===== config.mk =====
export PLATFORM = sky130hd
export DESIGN_NAME = signal_lamp_monitor
export DESIGN_NICKNAME = d
export VERILOG_FILES = /design/src/rtl/signal_lamp_monitor.sv
export SDC_FILE = /design/constraint.sdc
export NUM_CORES = 1
export LEC_CHECK = 0
export ABC_AREA = 1
export CAP_MARGIN = 30
export CORE_MARGIN = 1.5
export CORE_UTILIZATION = 47
export DETAILED_ROUTE_END_ITERATION = 16
export GPL_TIMING_DRIVEN = 0
export PLACE_DENSITY = 0.73
export SYNTH_ARGS = -nofsm -noshare
export SYNTH_HDL_FRONTEND = slang
export SYNTH_SLANG_ARGS = --single-unit

===== constraint.sdc =====
create_clock -name clk -period 3.6 [get_ports clk]
set_input_delay 1.08 -clock clk [delete_from_list [all_inputs] [get_ports clk]]
set_output_delay 1.08 -clock clk [all_outputs]
set_load 0.01 [all_outputs]

===== src/rtl/signal_lamp_monitor.sv =====
// Lamp driver stage for the traffic controller: passes legal aspects to the
// lamps and falls back to flashing red on illegal or conflicting codes.
module signal_lamp_monitor #(
    parameter int BLINK_HALF     = 4,
    parameter int RECOVER_CYCLES = 8,
    parameter int FCNT_BITS      = 8
) (
    input  logic                 clk,
    input  logic                 rst_n,
    input  logic [2:0]           road1_in,
    input  logic [2:0]           road2_in,
    input  logic                 clear_fault,
    output logic [2:0]           road1_lamp,
    output logic [2:0]           road2_lamp,
    output logic                 fault,
    output logic [1:0]           fault_code,
    output logic [FCNT_BITS-1:0] fault_count
);

    localparam logic [2:0] RED  = 3'b001;
    localparam logic [2:0] DARK = 3'b000;

    localparam int BW = (BLINK_HALF > 1) ? $clog2(BLINK_HALF) : 1;
    localparam int RW = (RECOVER_CYCLES > 1) ? $clog2(RECOVER_CYCLES) : 1;
    localparam logic [BW-1:0] BLINK_MAX = BW'(BLINK_HALF - 1);
    localparam logic [RW-1:0] REC_MAX   = RW'(RECOVER_CYCLES - 1);

    typedef enum logic [1:0] {
        NORMAL,
        FAULT,
        RECOVER
    } state_t;

    state_t               state_q, state_d;
    logic [2:0]           lamp1_d, lamp2_d;
    logic                 fault_d;
    logic [1:0]           code_d;
    logic [FCNT_BITS-1:0] count_d, count_inc;
    logic [BW-1:0]        blink_q, blink_d;
    logic                 phase_q, phase_d;
    logic [RW-1:0]        rec_q, rec_d;

    logic illegal, conflict, err;

    always_comb begin
        illegal  = !$onehot(road1_in) || !$onehot(road2_in);
        conflict = (road1_in != RED) && (road2_in != RED);
        err      = illegal || conflict;
        count_inc = (fault_count == {FCNT_BITS{1'b1}}) ?
                    fault_count : fault_count + FCNT_BITS'(1);
    end

    always_comb begin
        state_d = state_q;
        lamp1_d = road1_lamp;
        lamp2_d = road2_lamp;
        code_d  = fault_code;
        count_d = fault_count;
        blink_d = blink_q;
        phase_d = phase_q;
        rec_d   = rec_q;

        unique case (state_q)
            NORMAL: begin
                if (err) begin
                    state_d = FAULT;
                    lamp1_d = RED;
                    lamp2_d = RED;
                    code_d  = {conflict, illegal};
                    count_d = count_inc;
                    blink_d = '0;
                    phase_d = 1'b1;
                end else begin
                    lamp1_d = road1_in;
                    lamp2_d = road2_in;
                end
            end
            FAULT: begin
                code_d = fault_code | {conflict, illegal};
                if (clear_fault && !err) begin
                    state_d = RECOVER;
                    rec_d   = '0;
                    lamp1_d = RED;
                    lamp2_d = RED;
                end else begin
                    if (blink_q == BLINK_MAX) begin
                        blink_d = '0;
                        phase_d = !phase_q;
                    end else begin
                        blink_d = blink_q + BW'(1);
                    end
                    lamp1_d = phase_d ? RED : DARK;
                    lamp2_d = phase_d ? RED : DARK;
                end
            end
            RECOVER: begin
                if (err) begin
                    state_d = FAULT;
                    lamp1_d = RED;
                    lamp2_d = RED;
                    code_d  = fault_code | {conflict, illegal};
                    count_d = count_inc;
                    blink_d = '0;
                    phase_d = 1'b1;
                end else if (rec_q == REC_MAX) begin
                    state_d = NORMAL;
                    lamp1_d = road1_in;
                    lamp2_d = road2_in;
                    code_d  = 2'b00;
                    rec_d   = '0;
                    blink_d = '0;
                    phase_d = 1'b1;
                end else begin
                    rec_d   = rec_q + RW'(1);
                    lamp1_d = RED;
                    lamp2_d = RED;
                end
            end
            default: state_d = NORMAL;
        endcase

        fault_d = (state_d != NORMAL);
    end

    always_ff @(posedge clk or negedge rst_n) begin
        if (!rst_n) begin
            state_q     <= NORMAL;
            road1_lamp  <= RED;
            road2_lamp  <= RED;
            fault       <= 1'b0;
            fault_code  <= 2'b00;
            fault_count <= '0;
            blink_q     <= '0;
            phase_q     <= 1'b1;
            rec_q       <= '0;
        end else begin
            state_q     <= state_d;
            road1_lamp  <= lamp1_d;
            road2_lamp  <= lamp2_d;
            fault       <= fault_d;
            fault_code  <= code_d;
            fault_count <= count_d;
            blink_q     <= blink_d;
            phase_q     <= phase_d;
            rec_q       <= rec_d;
        end
    end

endmodule


Word-level counts from Yosys, hierarchy flattened
Index checks and enable logic that the tools add are counted.
{"block": "word_totals", "reg_bits": 25, "inputBits": 9, "out_inout_bits": 17, "wordCells": 85}
{"block": "op_classes", "add_sub_neg": 7, "eq_ne": 14, "mux": 36, "n_bitwise": 2, "n_reduce_logical": 17}
{"cell": "$mux W3", "n": 9}
{"cell": "$mux W2", "n": 11}
{"cell": "$pmux W2 S3", "n": 3}
{"cell": "$pmux W3 S3", "n": 2}
{"cell": "$mux W1", "n": 9}
{"cell": "$reduce_and A3 Y1", "n": 3}
{"cell": "$add A8 B1 Y8 const B", "n": 1}
{"cell": "$eq A8 B8 Y1 const B", "n": 1}
{"cell": "$ne A2 B2 Y1 const B", "n": 4}
{"cell": "$eq A2 B1 Y1 const B", "n": 3}
{"cell": "$ne A3 B1 Y1 const B", "n": 2}
{"cell": "$pmux W3 S2", "n": 1}
{"cell": "$add A1 B1 Y2", "n": 2}
{"cell": "$add A2 B1 Y2", "n": 2}
{"cell": "$eq A2 B2 Y1 const B", "n": 2}
{"cell": "$logic_not A1 Y1", "n": 4}
{"cell": "$reduce_and A4 Y1", "n": 1}
{"cell": "$reduce_bool A2 Y1", "n": 2}
{"cell": "$add A3 B1 Y3 const B", "n": 1}
{"cell": "$eq A3 B3 Y1 const B", "n": 1}
{"cell": "$ne A3 B3 Y1 const B", "n": 1}
{"cell": "$pmux W1 S3", "n": 1}
{"cell": "$reduce_bool A3 Y1", "n": 1}
{"cell": "$add A2 B1 Y2 const B", "n": 1}
{"cell": "other kinds (6)", "n": 8}

Depth between registers and ports, before layout
{"block": "logic_depth", "word_depth": 13, "mapped_depth": 11, "depth_no_buf": 11}

Worst setup path before layout
OpenSTA, ideal clock, no wires.
{"block": "synth_timing", "path_type": "input to register", "startpoint": "input port road2_in[0]", "endpoint": "register rec_q[1]", "setup_time_ns": 0.122, "arrival_time_ns": 2.324, "required_time_ns": 3.478, "setup_slack_ns": 1.154, "stages": 10, "n_path_buf": 0, "path_cell_list": "inv_1 fa_1 inv_1 nand2_1 nor2_8 nand2_4 nand2_2 nand3_1 nand2_1 nand2_1"}
{"block": "synth_between", "elab_chain_len": 10, "elab_cells_between_ends": 13, "classes_between": "add/sub: 2; eq/ne: 4; reduce/logical: 7"}
{"element": "start, declared", "line": "11", "source": "input logic [2:0] road2_in,"}
{"element": "$add A1 B1 Y2 (not written as such)", "line": "46", "source": "illegal = !$onehot(road1_in) || !$onehot(road2_in);"}
{"element": "$add A2 B1 Y2 (not written as such)", "line": "46"}
{"element": "$eq A2 B1 Y1", "line": "46"}
{"element": "$logic_not A1 Y1", "line": "46"}
{"element": "$logic_or A1 B1 Y1", "line": "46"}
{"element": "$logic_or A1 B1 Y1 (*)", "line": "48", "source": "err = illegal || conflict;"}
{"element": "$logic_not A1 Y1", "line": "80", "source": "if (clear_fault && !err) begin"}
{"element": "$logic_and A1 B1 Y1", "line": "80"}
{"element": "$ne A2 B2 Y1 (no source line)"}
{"element": "$reduce_and A3 Y1 (no source line) (*)"}
{"element": "end signal, assigned", "line": "145", "source": "rec_q <= rec_d;"}
{"element": "end, declared", "line": "41", "source": "logic [RW-1:0] rec_q, rec_d;"}
Every way passes the cells marked *; elsewhere a longest branch is shown, timed or not.
A chain may end at the register's enable or synchronous reset.

Worst setup path in the final report
Same ends and word-level chain as after synthesis.

==> impl_metrics.env <==
export IMPL_ys_flop_type="dfrtp_1"
export IMPL_power_density_mw_per_mm2=599
export IMPL_ys_top_cells_by_area="dfrtp_1 (35%), nand2_1 (15%), ha_1 (6.4%)"
export IMPL_post_cts_buffers=0
export IMPL_yosysTopAreaCellShare=0.354
export IMPL_die_w_um=60.5
export IMPL_worst_slack_ns=0.854
export IMPL_p_leak_nw=0.963
export IMPL_seq_area_frac_synth=0.404
export IMPL_ant_nets=0
export IMPL_clock_latency_ns=0.34
export IMPL_drive_gt1_frac=0.142
export IMPL_ir_drop_mv=0.274
export IMPL_finalSetupTns_ns=0
export IMPL_hold_buffers=0
export IMPL_worst_slew_pin_slew_ns=0.540
export IMPL_cts_max_path_buffers=2
export IMPL_first_pass_iters=4
export IMPL_synth_area_mm2=0.00156
export IMPL_vias=1344
export IMPL_io_buffers=25
export IMPL_syn_inst=189
export IMPL_maxSlewViolCount=0
export IMPL_setup_viol=0
export IMPL_status="complete, no violations"
export IMPL_yosys_area_top_type="dfrtp_1"
export IMPL_fin_cells=263
export IMPL_gp_congestion=0.830
export IMPL_max_slew_margin_rel=0.639
export IMPL_grt_usage=0.208
export IMPL_synthArstFlopShare=1.00
export IMPL_drc_errors=0
export IMPL_fp_dieH_um=60.5
export IMPL_cts_htree_levels=1
export IMPL_fin_nets=239
export IMPL_critPathKind="input port to flop"
export IMPL_path_clk_slew_ns=0.13
export IMPL_io_pins=26
export IMPL_clockRootBuffer="clkbuf_4"
export IMPL_finalCriticalPeriod_ns=2.75
export IMPL_synth_edff_count=0
export IMPL_rsz0062_at_grt="false"
export IMPL_dpl_worst_slack_ns=0.496
export IMPL_hold_violations=0
export IMPL_antenna_cells=0
export IMPL_grt_pass1_wl_um=5580
export IMPL_antenna_found_initial=0
export IMPL_start_util=0.502
export IMPL_cts_buffers=3
export IMPL_fp_coreArea_mm2=0.00310
export IMPL_skew_ns=0.0130
export IMPL_crit_fanout=10
export IMPL_layout_commonest_cell="nand2_1"
export IMPL_layout_common_cells="nand2_1 (61), clkdlybuf4s50_1 (25), dfrtp_1 (22), inv_1 (18), nand3_1 (18)"
export IMPL_cts_tree="done"
export IMPL_endpoint_kind="flop"
export IMPL_grt_pass1_vias=1277
export IMPL_dieArea_mm2=0.00367
export IMPL_area_growth_pct=22.3
export IMPL_drtIter0Drc=66
export IMPL_synth_distinct_cells=30
export IMPL_wl_per_cell_um=12.5
export IMPL_routed_wl_um=3280
export IMPL_cp_required_ns=3.83
export IMPL_dpl_cell_count=259
export IMPL_synth_nets=208
export IMPL_start_kind="input port"
export IMPL_rows=20
export IMPL_hold_path_class="flop to flop"
export IMPL_syn_avg_cell_area_um2=8.24
export IMPL_fin_crit_sh=0.763
export IMPL_routed_via_density=5.11
export IMPL_fmax_ghz=0.364
export IMPL_yosys_warnings=0
export IMPL_arrival_ns=2.98
export IMPL_fillers=296
export IMPL_cts_resized=0
export IMPL_cts_sinks=25
export IMPL_gr_total_overflow=0
export IMPL_grt_max_degree=16
export IMPL_cap_violations=0
export IMPL_synth_seq_cells=25
export IMPL_hpwl_um=2560
[worst max-delay path, cell delays in order]
cell and delay (ns):
clkdlybuf4s50_1 0.47, inv_1 0.07, fa_1 0.47, inv_1 0.06
nand2_1 0.12, nor2_8 0.19, nand2_4 0.13, nand2_2 0.11
nand3_1 0.13, nand2_1 0.08, nand2_1 0.05
[per-stage QoR]
step | util | hold slack [ns] | instance area (um2) | power, W
after floorplan | - | 0.446 | 1560 | 0.000796
after global placement | 0.600 | 0.459 | 1860 | 0.000981
after detailed placement | 0.605 | 0.476 | 1880 | 0.00101
after CTS | 0.614 | 0.497 | 1900 | 0.00115
after global routing | 0.614 | 0.508 | 1900 | 0.00124
final | 0.614 | 0.494 | 1900 | 0.00114
[power breakdown]
group          leakage, nW  switching, W  internal (W)
logic                0.627      0.000309      0.000252
clock network       0.0177     0.0000914     0.0000419
registers            0.318     0.0000723      0.000373
[routing by layer]
layer,vias to the layer above,GRT usage,share of wire,wire (um)
li1,660,-,-,-
met1,639,0.237,0.42,1360
met2,35,0.374,0.52,1700
met3,10,0.0362,0.038,123
met4,0,0.106,0.027,90
met5,-,0,0,0
[cells by family (layout without fill, tap and decap cells)]
group | after synthesis | count (layout) | share of synthesized area
AOI/OAI and AO/OA | 16 | 16 | 0.0659
xor gates and xnor gates | 7 | 7 | 0.0394
adders and majority gates | 10 | 10 | 0.0900
buffers and inverters | 27 | 57 | 0.0667
DFF | 25 | 25 | 0.404
and+or+nand+nor | 104 | 104 | 0.334
[synth_stat cells (2+ instances only)]
master      n
o2111ai_1   2
fa_1        2
dfrtp_1    22
nor2_2      2
ha_1        8
nand2_1    61
nand2_2     3
nor2_1      7
nand3_1    18
a21oi_1     7
nand2_4     5
dfstp_2     3
o21ai_1     5
xor2_1      6
inv_2       6
inv_1      18
[final timing paths]
check | startpoint | end | slack [ns] | cells past startpoint
max in group asynchronous | rst_n | road1_lamp[0]$_DFFE_PN1N_ | 1.95 | 2
setup / recovery | road2_in[0] | rec_q[1]$_DFFE_PN0P_ | 0.85 | 11
setup reg to reg | state_q[0]$_DFF_PN0_ | fault_count[0]$_DFFE_PN0P_ | 1.99 | 6
hold reg to reg | phase_q$_DFFE_PN1P_ | phase_q$_DFFE_PN1P_ | 0.49 | 2
hold / removal | phase_q$_DFFE_PN1P_ | phase_q$_DFFE_PN1P_ | 0.49 | 2
min in group asynchronous | rst_n | fault_count[5]$_DFFE_PN0P_ | 1.07 | 1
[final cells by class]
class	instances	area, um2	share of cell area
Buffer	1	3.75	0.00197
Clock buffer	3	22.5	0.0118
Clock inverter	1	5.00	0.00263
Inverter	26	100	0.0526
Multi-Input combinational cell	137	823	0.432
Sequential cell	25	629	0.330
Tap cell	44	55.1	0.0289
Timing Repair Buffer	26	265	0.139
[state kept, by name (all words and copies together) (netlist names)]
name,cells
fault_count,8
rec_q,3
road1_lamp,3
road2_lamp,3
blink_q,2
fault_code,2
state_q,2
fault,1
phase_q,1
Power figures use the tool's default switching activity.
